$ cat src/rtl/key_event_scheduler.sv
// Round-robin key arbiter: latches button pulses, queues grants in a small FIFO
// and issues one-hot key pulses separated by a gap. Optional counters: KEY_SCHED_STATS_EN.
module key_event_scheduler #(
  parameter int unsigned NUM_KEYS   = 4,
  parameter int unsigned FIFO_DEPTH = 4,
  parameter int unsigned GAP_CYCLES = 8
) (
  input  logic                            clk,
  input  logic                            rst,
  input  logic [NUM_KEYS-1:0]             key_pulse,
  input  logic                            hold,
  input  logic                            clr_drop,
  output logic [NUM_KEYS-1:0]             key_out,
  output logic                            busy,
  output logic                            drop_flag,
`ifdef KEY_SCHED_STATS_EN
  output logic [$clog2(FIFO_DEPTH):0]     fifo_count,
  output logic [7:0]                      issued_cnt,
  output logic [7:0]                      drop_cnt
`else
  output logic [$clog2(FIFO_DEPTH):0]     fifo_count
`endif
);

  localparam int unsigned IW = (NUM_KEYS > 1) ? $clog2(NUM_KEYS) : 1;
  localparam int unsigned PW = $clog2(FIFO_DEPTH);
  localparam int unsigned CW = PW + 1;
  localparam logic [CW-1:0] FULL_CNT = CW'(FIFO_DEPTH);

  typedef enum logic [1:0] {S_IDLE, S_ISSUE, S_GAP} state_t;

  logic [NUM_KEYS-1:0] pending_q, pending_d;
  logic [IW-1:0]       rr_q, rr_d;
  logic [IW-1:0]       mem_q [FIFO_DEPTH];
  logic [PW-1:0]       wr_ptr_q, rd_ptr_q;
  logic [CW-1:0]       count_q, count_d;
  state_t              state_q;
  logic [7:0]          gap_q;
  logic                drop_flag_q;

  logic                grant_vld;
  logic [IW-1:0]       grant_idx;
  logic [NUM_KEYS-1:0] grant_oh;
  logic                fifo_full;
  logic                push, pop, drop, avail;

  function automatic logic [IW-1:0] wrap_idx(input logic [IW-1:0] base, input int unsigned off);
    int unsigned s;
    s = 32'(base) + off;
    return IW'(s % NUM_KEYS);
  endfunction

  assign fifo_full = (count_q == FULL_CNT);

  always_comb begin
    grant_vld = 1'b0;
    grant_idx = '0;
    grant_oh  = '0;
    if (!fifo_full) begin
      for (int unsigned k = 0; k < NUM_KEYS; k++) begin
        if (!grant_vld && pending_q[wrap_idx(rr_q, k)]) begin
          grant_vld = 1'b1;
          grant_idx = wrap_idx(rr_q, k);
        end
      end
    end
    if (grant_vld) grant_oh[grant_idx] = 1'b1;
    rr_d = grant_vld ? wrap_idx(grant_idx, 1) : rr_q;
  end

  // Grant clears first, then a same-cycle pulse re-arms the latch without a drop.
  assign pending_d = (pending_q & ~grant_oh) | key_pulse;
  assign drop      = |(key_pulse & pending_q & ~grant_oh);

  assign push    = grant_vld;
  assign pop     = (state_q == S_ISSUE);
  assign count_d = count_q + CW'(push) - CW'(pop);
  assign avail   = (count_q != '0) || grant_vld;

  always_ff @(posedge clk or posedge rst) begin
    if (rst) begin
      pending_q   <= '0;
      rr_q        <= '0;
      wr_ptr_q    <= '0;
      rd_ptr_q    <= '0;
      count_q     <= '0;
      drop_flag_q <= 1'b0;
    end else begin
      pending_q <= pending_d;
      rr_q      <= rr_d;
      count_q   <= count_d;
      if (push) wr_ptr_q <= wr_ptr_q + PW'(1);
      if (pop)  rd_ptr_q <= rd_ptr_q + PW'(1);
      if (drop)          drop_flag_q <= 1'b1;
      else if (clr_drop) drop_flag_q <= 1'b0;
    end
  end

  always_ff @(posedge clk) begin
    if (push) mem_q[wr_ptr_q] <= grant_idx;
  end

  // An entry granted this cycle lands in the FIFO on the same edge the FSM
  // enters ISSUE, so IDLE and the final GAP cycle both look ahead at the grant.
  always_ff @(posedge clk or posedge rst) begin
    if (rst) begin
      state_q <= S_IDLE;
      gap_q   <= '0;
    end else begin
      case (state_q)
        S_IDLE: begin
          if (avail && !hold) state_q <= S_ISSUE;
        end
        S_ISSUE: begin
          gap_q   <= 8'(GAP_CYCLES);
          state_q <= S_GAP;
        end
        S_GAP: begin
          if (gap_q <= 8'd1) begin
            gap_q   <= '0;
            state_q <= (avail && !hold) ? S_ISSUE : S_IDLE;
          end else begin
            gap_q <= gap_q - 8'd1;
          end
        end
        default: state_q <= S_IDLE;
      endcase
    end
  end

  assign key_out    = (state_q == S_ISSUE) ? (NUM_KEYS'(1) << mem_q[rd_ptr_q]) : '0;
  assign busy       = (|pending_q) || (count_q != '0) || (state_q != S_IDLE);
  assign drop_flag  = drop_flag_q;
  assign fifo_count = count_q;

`ifdef KEY_SCHED_STATS_EN
  logic [7:0] issued_q, dropc_q;

  always_ff @(posedge clk or posedge rst) begin
    if (rst) begin
      issued_q <= '0;
      dropc_q  <= '0;
    end else begin
      if (state_q == S_ISSUE && issued_q != 8'hFF) issued_q <= issued_q + 8'd1;
      if (clr_drop)                       dropc_q <= drop ? 8'd1 : 8'd0;
      else if (drop && dropc_q != 8'hFF)  dropc_q <= dropc_q + 8'd1;
    end
  end

  assign issued_cnt = issued_q;
  assign drop_cnt   = dropc_q;
`endif

endmodule

$ cat config.mk
export PLATFORM = sky130hd
export DESIGN_NAME = key_event_scheduler
export DESIGN_NICKNAME = d
export VERILOG_FILES = /design/src/rtl/key_event_scheduler.sv
export SDC_FILE = /design/constraint.sdc
export NUM_CORES = 1
export LEC_CHECK = 0
export CAP_MARGIN = 15
export CORE_MARGIN = 1.5
export CORE_UTILIZATION = 57
export DETAILED_ROUTE_END_ITERATION = 12
export PLACE_DENSITY_LB_ADDON = 0.25
export SYNTH_ARGS = -nofsm -noshare
export SYNTH_HDL_FRONTEND = slang
export SYNTH_SLANG_ARGS = --single-unit
$ cat constraint.sdc
create_clock -name clk -period 4.1 [get_ports clk]
set_clock_uncertainty 0.2 [all_clocks]
set_input_delay 0.82 -clock clk [delete_from_list [all_inputs] [get_ports clk]]
set_output_delay 0.82 -clock clk [all_outputs]
set_load 0.02 [all_outputs]
==> flow_metrics.py <==
metrics = {
    "logic_synthesis": {
        "ys_types": 38,
        "synth_area_leaders": "dfrtp_1, edfxtp_1, ha_1, nand2_1, inv_1",
        "yosys.area.top_type": "dfrtp_1",
        "seq_area_frac_synth": 0.472,
        "synth_top_cell_area_share": 0.337,
        "syn_area_per_cell_um2": 10.2,
        "synth_area_mm2": 0.00178,
        "syn_inst": 175,
        "yosysWarnings": 0,
        "synth-seq-cells": 32,
        "synth_fp_nets": 198,
    },
    "route": {
        "wl_per_cell_um": 14.8,
        "drc_errors": 0,
        "vias": 1341,
        "top_layer_used": "met4",
        "finalWirelength_um": 3360,
        "wl_met2_um": 1720,
        "m1WireLength_um": 1430,
        "drtIter0Drc": 84,
        "ant_nets": 0,
        "routed_via_density": 5.88,
        "met3WireLength_um": 170,
        "drt-pass1-iter-count": 4,
    },
    "critical_path": {
        "slowest_delay_ns": 0.57,
        "crit_start": "pending_q[0]",
        "reg2reg_setup_slack_ns": 1.09,
        "cp_cell_sequence": "or4_1 -> nor4_1 -> nand2_1 -> clkdlybuf4s50_1",
        "worstPathArrival_ns": 2.39,
        "worstReg2RegStart": "fifo_count[1]",
        "worstPathMaxFanout": 6,
        "reg2reg_to": "fifo_count[2]",
        "critical_path_class": "flop to primary output",
        "worstSetupEndpointType": "primary output",
        "r2r_cells": 11,
        "required_ns": 3.08,
        "start_kind": "flop",
        "slowest_stage": "or4_1",
        "setup.worst_path.end": "busy",
    },
    "global_route": {
        "grt_use_total": 0.215,
        "grt_max_degree": 25,
        "gr-total-overflow": 0,
        "grt_pass1_vias": 1226,
        "grt_pass1_wl_um": 5560,
        "antenna_found_initial": 0,
    },
    "power_and_ir_drop": {
        "p_leak_nw": 0.940,
        "vdd_drop_max_mv": 0.403,
        "powerDensity_mw_per_mm2": 871,
    },
    "sta": {
        "worst_pin_slew_ns": 0.905,
        "finalCritPeriodShare": 0.831,
        "hold_violations": 0,
        "tns_ns": 0,
        "rsz0062_at_grt": "no",
        "relSlewSlack": 0.396,
        "holdWs_ns": 0.297,
        "drv_slew": 0,
        "min_period_ns": 3.41,
        "finalSetupViolations": 0,
        "fmax_mhz": 293,
        "fin_ws_ns": 0.692,
    },
    "final_layout": {
        "drive_gt1_frac": 0.0615,
        "final_cells": 228,
        "final_nets": 217,
        "final_cell_mix": "dfrtp_1, nand2_1, inv_1",
        "antenna_cells": 0,
        "area_growth_syn_to_layout_pct": 14.2,
        "mostFrequentLayoutCell": "dfrtp_1",
    },
    "floorplan": {
        "ioPinCount": 17,
        "chipHeight_um": 58.9,
        "initial_core_util": 0.593,
        "core_area_mm2": 0.00300,
        "die_w_um": 58.9,
        "rows": 20,
        "die-area_mm2": 0.00347,
    },
    "hold_path": {
        "hp-class": "flop to flop",
    },
    "placement": {
        "dp_hpwl_um": 2570,
        "io_buffer_count": 16,
        "dp_slack_ns": 1.08,
        "gp_congestion": 0.843,
        "place_inst": 220,
    },
    "clocking": {
        "htree_num_levels": 2,
        "worstSkewPairLatency_ns": 0.33,
        "cts_hold_buf": 0,
        "path_clk_slew_ns": 0.10,
        "clock_sinks": 32,
        "clockBufferDepth": 2,
        "cts_setup_buffers": 0,
        "cts-resized-gates": 0,
        "cts_made_buffers": 5,
        "cts_root_buf": "clkbuf_4",
        "cts_tree": "yes",
    },
    "flow_run": {
        "cap_violations": 0,
    },
    "run_status": {
        "outcome": "completed",
    },
}
-- logic make-up (layout without fill, tap and decap cells) --
family,Yosys count,in the layout,share of synthesized area
AND/OR/NAND/NOR,61,61,0.183
AO/OA/AOI/OAI,33,33,0.110
flip-flops,32,32,0.472
XOR/XNOR,5,5,0.0246
buffers and inverters,24,44,0.0555
multiplexers,5,5,0.0449
adder cells (fa/ha/maj),15,15,0.110
-- cell type report --
cell class	instances	area (um2)
Sequential cell	32	841
Fill cell	241	968
Timing Repair Buffer	16	160
Clock inverter	3	37.5
Inverter	20	75.1
Clock buffer	5	37.5
Tap cell	33	41.3
Multi-Input combinational cell	119	842
-- state kept, by name (all words and copies together), names as in the netlist --
| name | count |
|---|---|
| drop_flag | 1 |
| fifo_count | 3 |
| gap_q | 8 |
| mem_q | 8 |
| pending_q | 4 |
| rd_ptr_q | 2 |
| rr_q | 2 |
| state_q | 2 |
| wr_ptr_q | 2 |
-- per-stage QoR --
stage / area, um2 / utilization / total power [mW]
3_3_place_gp: 1960 / 0.653 / 1.48
2_1_floorplan: 1780 / - / 1.29
6_report: 2030 / 0.678 / 1.77
3_5_place_dp: 1960 / 0.653 / 1.54
4_1_cts: 2030 / 0.678 / 1.78
5_1_grt: 2030 / 0.678 / 1.92
-- how the worst min path moves through the flow --
stage                  start  endpoint  slack (ns)  cells past startpoint
floorplan           gap_q[5]  gap_q[5]        0.24                      1
finish              gap_q[5]  gap_q[5]        0.30                      1
global placement    gap_q[5]  gap_q[5]        0.25                      1
global route        gap_q[5]  gap_q[5]        0.34                      1
CTS                 gap_q[5]  gap_q[5]        0.31                      1
detailed placement  gap_q[5]  gap_q[5]        0.28                      1
-- where the power goes --
part	switching (mW)	internal (mW)
Sequential	0.132	0.506
Clock	0.107	0.124
Combinational	0.512	0.390
-- worst max-delay path: cells and delay by family, from the launching register on --
kind	cells	cell delay, ns
buffers and inverters	1	0.55
AND/OR/NAND/NOR	3	1.07
flip-flops	1	0.44
-- per-layer routing --
layer,track usage,up-vias
li1,-,645
met4,0.0487,0
met5,0,-
met3,0.0681,7
met2,0.367,44
met1,0.266,645
-- synthesized netlist by cell type --
cell,count
a21o_1,5
a21oi_1,9
a31oi_1,1
and2_0,1
and2_1,5
and3_1,2
and3b_1,1
buf_2,1
buf_6,1
clkbuf_1,2
dfrtp_1,24
edfxtp_1,8
fa_1,1
ha_1,14
inv_1,20
mux2_4,1
mux2i_1,2
mux4_2,2
nand2_1,22
nand2_2,1
nand2b_1,3
nand3b_1,1
nor2_1,8
nor2b_1,1
nor3_1,4
nor3b_1,1
nor4_1,5
nor4_4,1
o21ai_0,11
o221ai_1,1
o22ai_1,3
o31ai_1,1
o41ai_1,2
or2_2,1
or2b_1,1
or4_1,3
xnor2_1,4
xor2_1,1
No activity file was read; power rests on OpenSTA's default activity.
